`src/rtl/io_seq_pkg.sv`:
```
// io_seq_pkg: shared types and constants for the I/O output sequencer.
// Holds the sequencer state enum and well-known device numbers.
package io_seq_pkg;

    localparam int DATA_W = 8;

    typedef enum logic [1:0] {
        IDLE,
        SETUP,
        STROBE,
        HOLD
    } seq_state_t;

    localparam int DEV_NUM_VAL  = 0;
    localparam int DEV_NUM_MODE = 1;
    localparam int DEV_CHAR     = 4;

endpackage

```
`src/rtl/io_seq_ctrl_if.sv`:
```
// io_seq_ctrl_if: CPU write port plus device bank bus of the sequencer.
// slave = sequencer side, master = CPU/device-bank side.
interface io_seq_ctrl_if #(
    parameter int ADDR_W = 3,
    parameter int NDEV   = 8
);
    import io_seq_pkg::*;

    logic              wr_valid;
    logic [ADDR_W-1:0] wr_addr;
    logic [DATA_W-1:0] wr_data;
    logic              wr_full;
    logic [ADDR_W-1:0] dev_addr;
    logic [DATA_W-1:0] dev_data;
    logic [NDEV-1:0]   dev_load_n;
    logic [NDEV-1:0]   dev_busy;

    modport slave (
        input  wr_valid, wr_addr, wr_data, dev_busy,
        output wr_full, dev_addr, dev_data, dev_load_n
    );

    modport master (
        output wr_valid, wr_addr, wr_data, dev_busy,
        input  wr_full, dev_addr, dev_data, dev_load_n
    );

endinterface

```
`src/rtl/io_seq_fifo.sv`:
```
// io_seq_fifo: synchronous FIFO with push/pop/flush, DEPTH a power of two.
// Ports: clk, reset, flush, push, pop, din -> dout (head), full, empty.
module io_seq_fifo #(
    parameter int DEPTH = 4,
    parameter int W     = 11
) (
    input  logic         clk,
    input  logic         reset,
    input  logic         flush,
    input  logic         push,
    input  logic         pop,
    input  logic [W-1:0] din,
    output logic [W-1:0] dout,
    output logic         full,
    output logic         empty
);
    localparam int PW = $clog2(DEPTH);
    localparam logic [PW:0] FULL_CNT = (PW+1)'(DEPTH);

    logic [W-1:0]  mem [DEPTH];
    logic [PW-1:0] rd_ptr;
    logic [PW-1:0] wr_ptr;
    logic [PW:0]   count;
    logic          do_push;
    logic          do_pop;

    assign full    = (count == FULL_CNT);
    assign empty   = (count == '0);
    assign dout    = mem[rd_ptr];
    // Full is judged on the registered count: a pop never frees
    // space for a write in the same cycle.
    assign do_push = push & ~full;
    assign do_pop  = pop & ~empty;

    always_ff @(posedge clk) begin
        if (do_push && !reset && !flush) begin
            mem[wr_ptr] <= din;
        end
    end

    always_ff @(posedge clk) begin
        if (reset || flush) begin
            rd_ptr <= '0;
            wr_ptr <= '0;
            count  <= '0;
        end else begin
            if (do_push) wr_ptr <= wr_ptr + 1'b1;
            if (do_pop)  rd_ptr <= rd_ptr + 1'b1;
            unique case ({do_push, do_pop})
                2'b10:   count <= count + 1'b1;
                2'b01:   count <= count - 1'b1;
                default: count <= count;
            endcase
        end
    end

endmodule

```
`src/rtl/io_seq_ctrl.sv`:
```
// io_seq_ctrl: buffers CPU OUT writes and drains them to the device bank,
// one strobed transfer at a time (SETUP -> STROBE -> HOLD).
// Ports: clk, reset, out_rst (flush), bus (io_seq_ctrl_if.slave), idle,
// drop_cnt (only with IO_SEQ_DROPCNT_EN defined).
module io_seq_ctrl
    import io_seq_pkg::*;
#(
    parameter int DEPTH  = 4,
    parameter int ADDR_W = 3,
    parameter int NDEV   = 8
) (
    input  logic         clk,
    input  logic         reset,
    input  logic         out_rst,
    io_seq_ctrl_if.slave bus,
    output logic         idle
`ifdef IO_SEQ_DROPCNT_EN
    ,
    output logic [7:0]   drop_cnt
`endif
);
    localparam int W = ADDR_W + DATA_W;

    seq_state_t        state;
    seq_state_t        state_nx;
    logic [ADDR_W-1:0] addr_q;
    logic [DATA_W-1:0] data_q;
    logic [NDEV-1:0]   load_n_q;
    logic [W-1:0]      head;
    logic              full;
    logic              empty;
    logic              push;
    logic              pop;
    logic              fire;
    logic              oor;

    assign push = bus.wr_valid & ~full & ~out_rst;
    assign oor  = 32'(addr_q) >= NDEV;

    io_seq_fifo #(
        .DEPTH (DEPTH),
        .W     (W)
    ) u_fifo (
        .clk   (clk),
        .reset (reset),
        .flush (out_rst),
        .push  (push),
        .pop   (pop),
        .din   ({bus.wr_addr, bus.wr_data}),
        .dout  (head),
        .full  (full),
        .empty (empty)
    );

    always_comb begin
        state_nx = state;
        pop      = 1'b0;
        fire     = 1'b0;
        unique case (state)
            IDLE: begin
                if (!empty && !out_rst) begin
                    pop      = 1'b1;
                    state_nx = SETUP;
                end
            end
            SETUP: begin
                if (oor || out_rst) begin
                    state_nx = IDLE;
                end else if (!bus.dev_busy[addr_q]) begin
                    fire     = 1'b1;
                    state_nx = STROBE;
                end
            end
            STROBE: state_nx = HOLD;
            HOLD: begin
                if (!empty && !out_rst) begin
                    pop      = 1'b1;
                    state_nx = SETUP;
                end else begin
                    state_nx = IDLE;
                end
            end
            default: state_nx = IDLE;
        endcase
    end

    // Strobe is registered so it is a clean one-cycle pulse while in STROBE.
    always_ff @(posedge clk) begin
        if (reset) begin
            state    <= IDLE;
            addr_q   <= '0;
            data_q   <= '0;
            load_n_q <= '1;
        end else begin
            state    <= state_nx;
            load_n_q <= fire ? ~(NDEV'(1) << addr_q) : '1;
            if (pop) begin
                addr_q <= head[W-1:DATA_W];
                data_q <= head[DATA_W-1:0];
            end
        end
    end

    assign bus.wr_full    = full;
    assign bus.dev_addr   = addr_q;
    assign bus.dev_data   = data_q;
    assign bus.dev_load_n = load_n_q;
    assign idle           = (state == IDLE) && empty;

`ifdef IO_SEQ_DROPCNT_EN
    logic [7:0] drop_q;
    logic [8:0] drop_sum;
    logic       rej;
    logic       oor_drop;

    assign rej      = bus.wr_valid & full & ~out_rst;
    assign oor_drop = (state == SETUP) && oor;
    assign drop_sum = {1'b0, drop_q} + 9'(rej) + 9'(oor_drop);

    always_ff @(posedge clk) begin
        if (reset) begin
            drop_q <= '0;
        end else begin
            drop_q <= drop_sum[8] ? 8'hFF : drop_sum[7:0];
        end
    end

    assign drop_cnt = drop_q;
`endif

endmodule
```
`src/flat_wrapper.sv`:
```
// flat-port wrapper written by rule: the top's interface ports become plain ports
module io_seq_ctrl_flat import io_seq_pkg::*;
#(
    parameter int DEPTH  = 4,
    parameter int ADDR_W = 3,
    parameter int NDEV   = 8
)
  (clk, reset, out_rst, idle, bus_wr_valid, bus_wr_addr, bus_wr_data, bus_dev_busy, bus_wr_full, bus_dev_addr, bus_dev_data, bus_dev_load_n);
  io_seq_ctrl_if #(.ADDR_W(ADDR_W), .NDEV(NDEV)) bus_i ();
  input  logic clk;
  input  logic reset;
  input  logic out_rst;
  output logic idle;
  input wire logic [$bits(bus_i.wr_valid)-1:0] bus_wr_valid;
  input wire logic [$bits(bus_i.wr_addr)-1:0] bus_wr_addr;
  input wire logic [$bits(bus_i.wr_data)-1:0] bus_wr_data;
  input wire logic [$bits(bus_i.dev_busy)-1:0] bus_dev_busy;
  output wire logic [$bits(bus_i.wr_full)-1:0] bus_wr_full;
  output wire logic [$bits(bus_i.dev_addr)-1:0] bus_dev_addr;
  output wire logic [$bits(bus_i.dev_data)-1:0] bus_dev_data;
  output wire logic [$bits(bus_i.dev_load_n)-1:0] bus_dev_load_n;
  assign bus_i.wr_valid = bus_wr_valid;
  assign bus_i.wr_addr = bus_wr_addr;
  assign bus_i.wr_data = bus_wr_data;
  assign bus_i.dev_busy = bus_dev_busy;
  assign bus_wr_full = bus_i.wr_full;
  assign bus_dev_addr = bus_i.dev_addr;
  assign bus_dev_data = bus_i.dev_data;
  assign bus_dev_load_n = bus_i.dev_load_n;
  io_seq_ctrl #(.DEPTH(DEPTH), .ADDR_W(ADDR_W), .NDEV(NDEV)) u_core (.clk(clk), .reset(reset), .out_rst(out_rst), .bus(bus_i), .idle(idle));
endmodule
```
`config.mk`:
```
export PLATFORM = sky130hd
export DESIGN_NAME = io_seq_ctrl_flat
export DESIGN_NICKNAME = d
export VERILOG_FILES = /design/src/rtl/io_seq_pkg.sv /design/src/rtl/io_seq_ctrl_if.sv /design/src/rtl/io_seq_fifo.sv /design/src/rtl/io_seq_ctrl.sv /design/src/flat_wrapper.sv
export SDC_FILE = /design/constraint.sdc
export NUM_CORES = 1
export LEC_CHECK = 0
export CAP_MARGIN = 5
export CORE_MARGIN = 2
export CORE_UTILIZATION = 48
export DETAILED_ROUTE_END_ITERATION = 6
export PLACE_DENSITY = 0.75
export SYNTH_ARGS = -nofsm -noshare
export SYNTH_HDL_FRONTEND = slang
export SYNTH_SLANG_ARGS = --single-unit
```
`constraint.sdc`:
```
create_clock -name clk -period 2.4 [get_ports clk]
set_input_delay 0.36 -clock clk [delete_from_list [all_inputs] [get_ports clk]]
set_output_delay 0.36 -clock clk [all_outputs]
set_load 0.03 [all_outputs]
```
======== Word-level counts from Yosys, hierarchy flattened ========
Memories as Yosys holds them, arrays and structs flattened. A register that Yosys moved wholly into a read port is not among the register bits.
Index checks and enable logic that the tools add are counted.
word-level totals
  register bits ........................... 17
  memory bits (writable) .................. 44
  input port bits ......................... 23
  output and inout port bits .............. 21
  logic and storage cells ................. 58
  memories kept ........................... 1
cells by class
  add/sub/neg operators ................... 4
  $lt $le $gt $ge ......................... 1
  eq/ne operators ......................... 8
  shift operators ......................... 1
  mux-type cells .......................... 15
  bitwise gates (word level) .............. 9
  reductions and logical operators ........ 14
memories
  memory             words  bits a word  rd ports  clocked after memory_dff  wr ports  RTL line           text
  u_core.u_fifo.mem  4      11           1         1                         1         io_seq_fifo.sv:20  logic [W-1:0] mem [DEPTH];
operator list
  cell                                                                           number
  1-bit 2-to-1 mux                                                               9
  8-bit inverter                                                                 1
  2-bit one-hot mux with 4 select lines                                          1
  1-bit by 3-bit left shift with 8-bit output (first input constant)             1
  2-bit == test (second input constant)                                          3
  2-bit 2-to-1 mux                                                               3
  3-bit one-hot mux with 2 select lines                                          1
  2-bit by 1-bit adder with 2-bit output (second input constant)                 2
  1-bit AND                                                                      4
  2-bit by 1-bit == test with 1-bit output (second input constant)               2
  1-bit logical AND                                                              4
  3-bit by 4-bit less-than comparator with 1-bit output (second input constant)  1
  1-bit inverter                                                                 4
  2-bit OR reduction                                                             2
  3-bit by 1-bit adder with 3-bit output (second input constant)                 1
  1-bit binary-select mux with 3-bit select                                      1
  3-bit == test (second input constant)                                          1
  1-bit logical NOT                                                              3
  3-bit logical NOT                                                              1
  3-bit inequality test (second input constant)                                  1
  3-bit by 1-bit subtractor with 3-bit output (second input constant)            1
  2-bit logical NOT                                                              1
  2-bit by 1-bit inequality test with 1-bit output (second input constant)       1
  2-bit AND reduction                                                            1
  2 further kinds                                                                2

======== Logic depth before layout (Yosys ltp) ========
Gate-level depths: netlist of run 1.
  depth in word-level cells ............... 9
  depth in mapped cells ................... 11
  depth with buffers taken out ............ 10

======== By module ========
A second synthesis of run 1 with hierarchy kept.
second synthesis, totals
  cell total of the unflattened synthesis .. 218
  area total of the unflattened synthesis .. 3006.6 um^2
modules (own cells, without submodules)
  module       times used  cells an instance  area each (um^2)  sequential area each (um^2)
  io_seq_fifo  1           112                2063.2            1501.4
  io_seq_ctrl  1           106                943.4             420.4

======== Least setup slack after synthesis of run 1 ========
Ideal clock, no wire load.
  path kind ............................... flip-flop to flip-flop
  start ................................... register u_core.state[0]
  end ..................................... register u_core.u_fifo.count[2]
  library setup time ...................... 0.070 ns
  arrival ................................. 2.470 ns
  setup slack ............................. -0.140 ns
  cell stages (with the launch flop) ...... 12
  period minus slack after synthesis ...... 2.540 ns
  cells stage by stage .................... dfxtp_1 inv_1 ha_1 or3_4 clkinv_2 buf_6 ha_1 inv_1 fa_1 xor2_1 or3_1 a21oi_1
on the way
  cells in the longest elaborated chain, start to end .. 6
  elaborated cells between the ends (all ways) .. 9
RTL lines
  item                                                                         RTL line           text
  from (decl)                                                                  io_seq_ctrl.sv:24  seq_state_t state;
  from (signal assigned)                                                       io_seq_ctrl.sv:95  state <= state_nx;
  2-bit == test or 2-bit logical NOT (tied branches)                           io_seq_ctrl.sv:59  unique case (state)
  2-bit OR reduction (no line) (*)                                             -
  1-bit 2-to-1 mux (*)                                                         -
  1-bit AND (*)                                                                io_seq_fifo.sv:33  assign do_pop = pop & ~empty;
  named net u_core.u_fifo.do_pop                                               io_seq_fifo.sv:25  logic do_pop;
  2-bit by 1-bit == test with 1-bit output or 2-bit == test (tied branches)    io_seq_fifo.sv:49  unique case ({do_push, do_pop})
  3-bit one-hot mux with 2 select lines or 2-bit nonzero test (tied branches)  -
  to (signal assigned)                                                         io_seq_fifo.sv:50  2'b10: count <= count + 1'b1;
  to (signal assigned)                                                         io_seq_fifo.sv:51  2'b01: count <= count - 1'b1;
  to (signal assigned)                                                         io_seq_fifo.sv:52  default: count <= count;
  to (decl)                                                                    io_seq_fifo.sv:23  logic [PW:0] count;
Mark *: on every way through the listed nets, which the timed path passes. The rest lies on a longest branch.
A chain may end at the register's enable or synchronous reset.

==> results of run 1 <==
-- worst paths after layout --
| path | from | endpoint | slack (ns) |
|---|---|---|---|
| worst min-delay path | u_core.bus.dev_data[6]$_SDFFE_PP0N_ | u_core.bus.dev_data[6]$_SDFFE_PP0N_ | 0.45 |
| worst max register to register | flip-flop | u_core.u_fifo.count[2]$_SDFFE_PP0P_ | 0.09 |
| worst max-delay path | flip-flop | u_core.u_fifo.count[2]$_SDFFE_PP0P_ | 0.09 |
| worst min register to register | u_core.bus.dev_data[6]$_SDFFE_PP0N_ | u_core.bus.dev_data[6]$_SDFFE_PP0N_ | 0.45 |
-- cell usage after synthesis (all sizes together), types with 2 or more instances --
master / n
dfxtp: 28
a31oi: 2
nor3: 2
mux2i: 5
and3: 2
o21ai: 2
nor2: 12
buf: 5
or2: 2
xnor2: 2
inv: 7
and2: 5
nand3: 3
a21oi: 14
edfxtp: 44
ha: 9
clkbuf: 3
nand2b: 2
nand2: 30
mux4: 11
xor2: 3
nand3b: 2
or3: 2
-- registers in the layout, indices dropped and copies added, names as in the netlist, named ones only --
name	flops
u_core.u_fifo.mem	44
u_core.bus.dev_data	8
u_core.bus.dev_load_n	8
u_core.bus.dev_addr	3
u_core.u_fifo.count	3
u_core.u_fifo.rd_ptr	2
u_core.u_fifo.wr_ptr	2
u_core.state	1
-- cell families after synthesis --
family / Yosys count
flip-flops: 72
AND/OR/NAND/NOR: 66
AO/OA/AOI/OAI: 21
buffers and inverters: 16
multiplexers: 16
adder cells (fa/ha/maj): 10
XOR/XNOR: 5
-- power by group --
part,switching [mW],internal (mW)
Combinational,0.153,0.147
Sequential,0.0179,1.34
Clock,0.452,0.698
Total,0.623,2.19
-- metrics by stage --
stage	instance area [um2]	util [%]	setup slack, ns	setup TNS, ns
after CTS	3720	63.3	0.0430	0
after global routing	3750	63.8	-0.0149	-0.0149
final	3750	63.8	0.0898	0
after floorplan	2930	-	0.00904	0
after detailed placement	3480	59.1	0.00221	0
after global placement	3480	59.1	0.0385	0
-- critical path, stage by stage, from the launching register on --
cell and delay, ns:
sky130_fd_sc_hd__dfxtp_2 0.35, sky130_fd_sc_hd__inv_1 0.07, sky130_fd_sc_hd__ha_1 0.27, sky130_fd_sc_hd__or3_4 0.41
sky130_fd_sc_hd__clkinv_4 0.06, sky130_fd_sc_hd__ha_4 0.12, sky130_fd_sc_hd__inv_1 0.05, sky130_fd_sc_hd__fa_2 0.32
sky130_fd_sc_hd__xor2_1 0.15, sky130_fd_sc_hd__or3_1 0.32, sky130_fd_sc_hd__a21oi_2 0.13
-- per-layer routing --
metal	vias to the layer above	track usage (%)	wire length (um)
li1	864	-	-
met1	831	18.3	2100
met2	46	26.9	2480
met3	9	4.29	246
met4	0	11.2	127
met5	-	0	0
-- timing repair --
action	4_1_cts	5_1_grt
hold buffers	0	0
setup buffers	0	3
gates resized for setup	0	2
endpoints found under the setup margin	0	1
-- layout make-up --
type	count	area, um2	share of cell area, %
multi-input cells	118	957	25.5
well taps	75	93.8	2.50
inverters	8	35.0	0.934
clock buffers	10	128	3.40
flip-flops and latches	72	1890	50.3
clock inverters	6	116	3.10
repair buffers	57	536	14.3
==> metrics.cfg, run 1 <==
[yosys]
synth_compound_gate_area_share_pct = 4.09
synth_top_cell_by_area = sky130_fd_sc_hd__edfxtp_1
ys_warn_count = 0
synth-edff-count = 44
synth-adder-area-share_pct = 4.56
ys.flop_type = sky130_fd_sc_hd__edfxtp_1
post_synth_xor_area_fraction_pct = 1.51
synth_seq_area_share_pct = 64.7
synth_area_per_cell_um2 = 14.1
muxShareOfSynthArea_pct = 10.9
ys_seq_elements = 72
synth_top_family_by_area = simple AND/OR/NAND/NOR gates
asyncSetResetFlopFracSynth_pct = 0
syn_nets = 239
yosysUniqueCellTypes = 38
ys_top_cells_by_area = sky130_fd_sc_hd__edfxtp_1 45%, sky130_fd_sc_hd__dfxtp_1 19%, sky130_fd_sc_hd__mux4_2 4.6%
synth_area_um2 = 2910
netlist.area_leader.share_pct = 45.4
syn-instance-count = 206
synth-simple-area-share_pct = 11.2

[floorplan]
design.core.area_um2 = 5890
floorplan.die.height_um = 81.8
ioPinCount = 44
die-area_um2 = 6700
chipWidth_um = 81.8
floorplan.rows = 28
effective_utilization_at_floorplan_pct = 49.4

[drt]
detail_route.drc_violations = 0
detailedRoute.firstIterationViolations = 53
detail_route.first_pass.iterations = 4
drtAntennaViolNets = 0
via_count = 1750
wirelength_um = 4960
average_wire_per_standard_cell_um = 14.3
viasPerCell = 5.06

[pwr]
irDropWorstVdd_mv = 0.410
totalPowerFinal_mw = 2.81
p_leak_nw = 1.29
p_per_area_nw_per_um2 = 749

[timing]
setup_skew_after_layout_ns = 0.0119
max_slew_headroom_pct = 64.6
fin_hold_viols = 0
worstMarginPinSlew_ns = 0.531
layout_worst_path_cycle_share_pct = 96.3
timing.fmax_mhz = 433
maxSlewViolCount = 0
min_period_ns = 2.31
final-setup-viol-count = 0
timing.hold.ws_ns = 0.454

[worst_setup_path]
timing.setup.critical_path_class = flip-flop to flip-flop
ff2ff_path_depth = 10
cp_max_fo = 3
timing.critical_path.required_ns = 2.69
critical_path.endpoint_type = flip-flop
crit_path_start_kind = flip-flop
timing.critical_path.arrival_ns = 2.60

[run]
max_cap_viol_count = 0

[layout]
area_growth_pct = 29.0
layout-drive-gt1-share_pct = 18.1
antenna-diode-count = 0
most-common-layout-cells = 44 x sky130_fd_sc_hd__edfxtp_1, 43 x sky130_fd_sc_hd__clkdlybuf4s50_1, 30 x sky130_fd_sc_hd__nand2_1
filler_cell_count = 446
nNetsFinal = 299
mostFrequentLayoutCell = sky130_fd_sc_hd__edfxtp_1
non_filler_cells_in_the_finished_layout = 346

[placed_design]
placed_cells_incl_taps = 327
detailedPlacementHpwl_um = 3410
place_congestion = 0.695
port-buffer-count = 43

[grt]
globalRouteOverflowTotal = 0
largest_net_degree_at_the_start_of_global_routing = 16
wire_length_of_the_first_global_routing_pass_um = 7740
antenna_found_initial = 0
grt.total_usage_pct = 16.2
via_count_of_the_first_global_routing_pass = 1670

[cts]
clock_latency_on_the_worst_skew_pair_ns = 0.34
root_buffer = sky130_fd_sc_hd__clkbuf_8
clock_sink_count = 72
number_of_buffers_inserted_during_clock_tree_synthesis = 9
cts_tree = yes
path_clk_slew_ns = 0.08
clock_path_buffers = 2
cts_max_level = 3

[status]
run_status = finished clean

[min_path]
min_path_type = flip-flop to flip-flop
min_delay_path_depth = 2

No activity file was read; power rests on OpenSTA's default activity.
==> run 2: changes to the inputs <==
--- a/config.mk
+++ b/config.mk
@@ -7,4 +7,5 @@
 export LEC_CHECK = 0
 export CAP_MARGIN = 5
+export CORE_ASPECT_RATIO = 0.7
 export CORE_MARGIN = 2
 export CORE_UTILIZATION = 48
==> constraint.sdc (replaced) <==
create_clock -name clk -period 2.4 [get_ports clk]
set_input_delay 0.36 -clock clk [delete_from_list [all_inputs] [get_ports clk]]
set_output_delay 0.36 -clock clk [all_outputs]
set_load 0.01 [all_outputs]
==> run 2 against run 1 <==
Effect of this change: routed wire length is 4.1% higher; flip-flop and latch count unchanged; worst setup slack got worse by 0.018 ns; largest cell class unchanged; hold slack hardly changed; die area rose by 0.15%; sequential share of layout area increased by 1.3 points; non-clock buffer count decreased by 4; clock skew is 0.0019 ns lower; critical endpoint unchanged; largest power group unchanged; first-iteration DRC count rose by 49%; combinational power down 16%; critical path depth is the same; clock-buffer cell count up 3.
==> metrics.cfg, run 2 (synthesis gave the netlist of run 1 again) <==
[min_path]
min_delay_path_depth = 2  ; unchanged
hold-path-endpoint = u_core.bus.dev_data[4]$_SDFFE_PP0N_  ; was u_core.bus.dev_data[6]$_SDFFE_PP0N_
min_path_type = flip-flop to flip-flop  ; unchanged
hold_path_startpoint = u_core.bus.dev_data[4]$_SDFFE_PP0N_  ; was u_core.bus.dev_data[6]$_SDFFE_PP0N_

[floorplan]
effective_utilization_at_floorplan_pct = 50.3  ; was 49.4%
design.core.area_um2 = 5780  ; was 5890 um2
ioPinCount = 44  ; unchanged
die-area_um2 = 6710  ; was 6700 um2
floorplan.die.height_um = 69.1  ; was 81.8 um
chipWidth_um = 97.0  ; was 81.8 um
floorplan.rows = 23  ; was 28

[layout]
final_instance_area_um2 = 3660  ; was 3750 um2
regArea_um2 = 1890  ; about the same
multi_input_comb_area_um2 = 953  ; was 957 um2
filler_cell_count = 428  ; was 446
layout-drive-gt1-share_pct = 16.1  ; was 18.1%
largest_reg_flops = 44  ; unchanged
most-common-layout-cells = 44 x sky130_fd_sc_hd__edfxtp_1, 43 x sky130_fd_sc_hd__clkdlybuf4s50_1, 30 x sky130_fd_sc_hd__nand2_1  ; unchanged
area_growth_pct = 25.9  ; was 29.0%
max_flop_register = u_core.u_fifo.mem  ; unchanged
antenna-diode-count = 0  ; unchanged
final_core_util_pct = 63.3  ; was 63.8%
mostFrequentLayoutCell = sky130_fd_sc_hd__edfxtp_1  ; unchanged
nNetsFinal = 295  ; was 299
non_filler_cells_in_the_finished_layout = 342  ; was 346

[drt]
via_count = 1743  ; was 1750
detailedRoute.firstIterationViolations = 79  ; was 53
viasPerCell = 5.10  ; was 5.06
wirelength_um = 5160  ; was 4960 um
drtAntennaViolNets = 0  ; unchanged
average_wire_per_standard_cell_um = 15.1  ; was 14.3 um
detail_route.first_pass.iterations = 4  ; unchanged
detail_route.drc_violations = 0  ; unchanged

[pwr]
p_per_area_nw_per_um2 = 679  ; was 749 nW/um2
irDropWorstVdd_mv = 0.473  ; was 0.410 mV
totalPowerFinal_mw = 2.49  ; was 2.81 mW
p_leak_nw = 1.25  ; was 1.29 nW

[cts]
root_buffer = sky130_fd_sc_hd__clkbuf_8  ; unchanged
clock_sink_count = 72  ; unchanged
path_clk_slew_ns = 0.07  ; was 0.08 ns
clock_latency_on_the_worst_skew_pair_ns = 0.33  ; was 0.34 ns
cts_tree = yes  ; unchanged
clock_path_buffers = 2  ; unchanged
post-cts-setup-buffer-count = 0  ; unchanged
cts_max_level = 3  ; unchanged
number_of_buffers_inserted_during_clock_tree_synthesis = 9  ; unchanged
cts.hold.buffers_added = 0  ; unchanged

[grt]
antenna_found_initial = 0  ; unchanged
via_count_of_the_first_global_routing_pass = 1727  ; was 1670
wire_length_of_the_first_global_routing_pass_um = 8490  ; was 7740 um
grt.total_usage_pct = 16.9  ; was 16.2%
largest_net_degree_at_the_start_of_global_routing = 16  ; unchanged
globalRouteOverflowTotal = 0  ; unchanged

[worst_setup_path]
timing.critical_path.required_ns = 2.66  ; was 2.69 ns
path_delay_family = adder cells  ; was simple AND/OR/NAND/NOR gates
rr_startpoint = u_core.state[0]$_SDFFE_PP0P_
crit_path_cell_trace = inv_2 > ha_1 > or3_4 > clkinv_4 > ha_4 > inv_1 > fa_2 > xor2_1 > or3_1 > a21oi_1  ; was inv_1 > ha_1 > or3_4 > clkinv_4 > ha_4 > inv_1 > fa_2 > xor2_1 > or3_1 > a21oi_2
timing.critical_path.arrival_ns = 2.59  ; was 2.60 ns
timing.setup.critical_path_class = flip-flop to flip-flop  ; unchanged
r2r_slack_ns = 0.07  ; was 0.09 ns
r2r-end = u_core.u_fifo.count[2]$_SDFFE_PP0P_  ; unchanged
ff2ff_path_depth = 10  ; unchanged
buffers_and_inverters_on_the_worst_path = 3  ; unchanged
cp_max_fo = 6  ; was 3
critical_path.endpoint_type = flip-flop  ; unchanged
critical-path-slowest-cell = sky130_fd_sc_hd__or3_4  ; unchanged
timing.critical_path.slowest_cell_delay_ns = 0.39  ; was 0.41 ns
crit_path_start_kind = flip-flop  ; unchanged

[timing]
timing.fmax_mhz = 429  ; was 433 MHz
maxSlewViolCount = 0  ; unchanged
setup_skew_after_layout_ns = 0.0100  ; was 0.0119 ns
worstMarginPinSlew_ns = 0.582  ; was 0.531 ns
rsz0062_at_grt = false
totalNegativeSetupSlack_ns = 0  ; unchanged
final.setup.worst_slack_ns = 0.0717  ; was 0.0898 ns
timing.hold.ws_ns = 0.454  ; about the same
fin_hold_viols = 0  ; unchanged
final-setup-viol-count = 0  ; unchanged
max_slew_headroom_pct = 61.1  ; was 64.6%
min_period_ns = 2.33  ; was 2.31 ns
layout_worst_path_cycle_share_pct = 97.0  ; was 96.3%

[placed_design]
place_congestion = 0.745  ; was 0.695
detailedPlacementHpwl_um = 3560  ; was 3410 um
port-buffer-count = 43  ; unchanged
dpl_worst_slack_ns = -0.00614  ; was 0.00221 ns
post_placement_cell_area_um2 = 3470  ; was 3480 um2
placed_cells_incl_taps = 326  ; was 327

[run]
max_cap_viol_count = 0  ; unchanged

[status]
run_status = finished clean  ; unchanged

==> run 2: power by group <==
group	switching (mW)	leakage, nW	internal (mW)
logic	0.122	0.522	0.129
registers	0.0252	0.626	1.34
clock network	0.409	0.0983	0.462
total	0.556	1.25	1.93
==> run 2: routing by layer <==
layer,track usage [%],vias to the layer above,share of wire [%]
met5,0,-,0
met4,7.51,0,1.3
met3,6.49,9,5.7
met2,26.9,57,47
met1,20.7,824,46
li1,-,853,-
==> run 2: how the worst max path moves through the flow <==
| stage | from | endpoint | slack (ns) | cells past startpoint |
|---|---|---|---|---|
| 6_report | u_core.state[0]$_SDFFE_PP0P_ | u_core.u_fifo.count[2]$_SDFFE_PP0P_ | 0.07 | 10 |
| 5_1_grt | flip-flop | u_core.u_fifo.count[2]$_SDFFE_PP0P_ | 0.01 | 10 |
| 4_1_cts | u_core.state[0]$_SDFFE_PP0P_ | u_core.u_fifo.count[2]$_SDFFE_PP0P_ | 0.03 | 10 |
| 3_5_place_dp | out_rst | u_core.u_fifo.count[2]$_SDFFE_PP0P_ | -0.006 | 9 |
| 3_3_place_gp | out_rst | u_core.u_fifo.count[2]$_SDFFE_PP0P_ | 0.02 | 9 |
| 2_1_floorplan | u_core.state[0]$_SDFFE_PP0P_ | u_core.u_fifo.count[2]$_SDFFE_PP0P_ | 0.009 | 11 |
==> run 2: area by class of cell <==
class | count | share of cell area [%]
Clock buffer | 13 | 4.65
Timing Repair Buffer | 53 | 13.8
Clock inverter | 3 | 0.410
Multi-Input combinational cell | 118 | 26.0
Inverter | 8 | 0.957
Tap cell | 75 | 2.56
Sequential cell | 72 | 51.6
==> run 2: what timing repair did <==
action	CTS	global route
endpoints found under the setup margin	0	1
hold endpoints to repair	0	0
resized for setup	0	2
==> run 2: tightest hold or removal path, stage by stage (launching register included) <==
cell and delay (ns):
sky130_fd_sc_hd__dfxtp_1 0.31, sky130_fd_sc_hd__nand2_1 0.05, sky130_fd_sc_hd__a21oi_1 0.05
==> run 3: changes to the inputs <==
Settings changed: GPL_ROUTABILITY_DRIVEN set to 0.
==> results of run 3 <==
No change in the layout: final DEF, timing and power equal those of run 2.
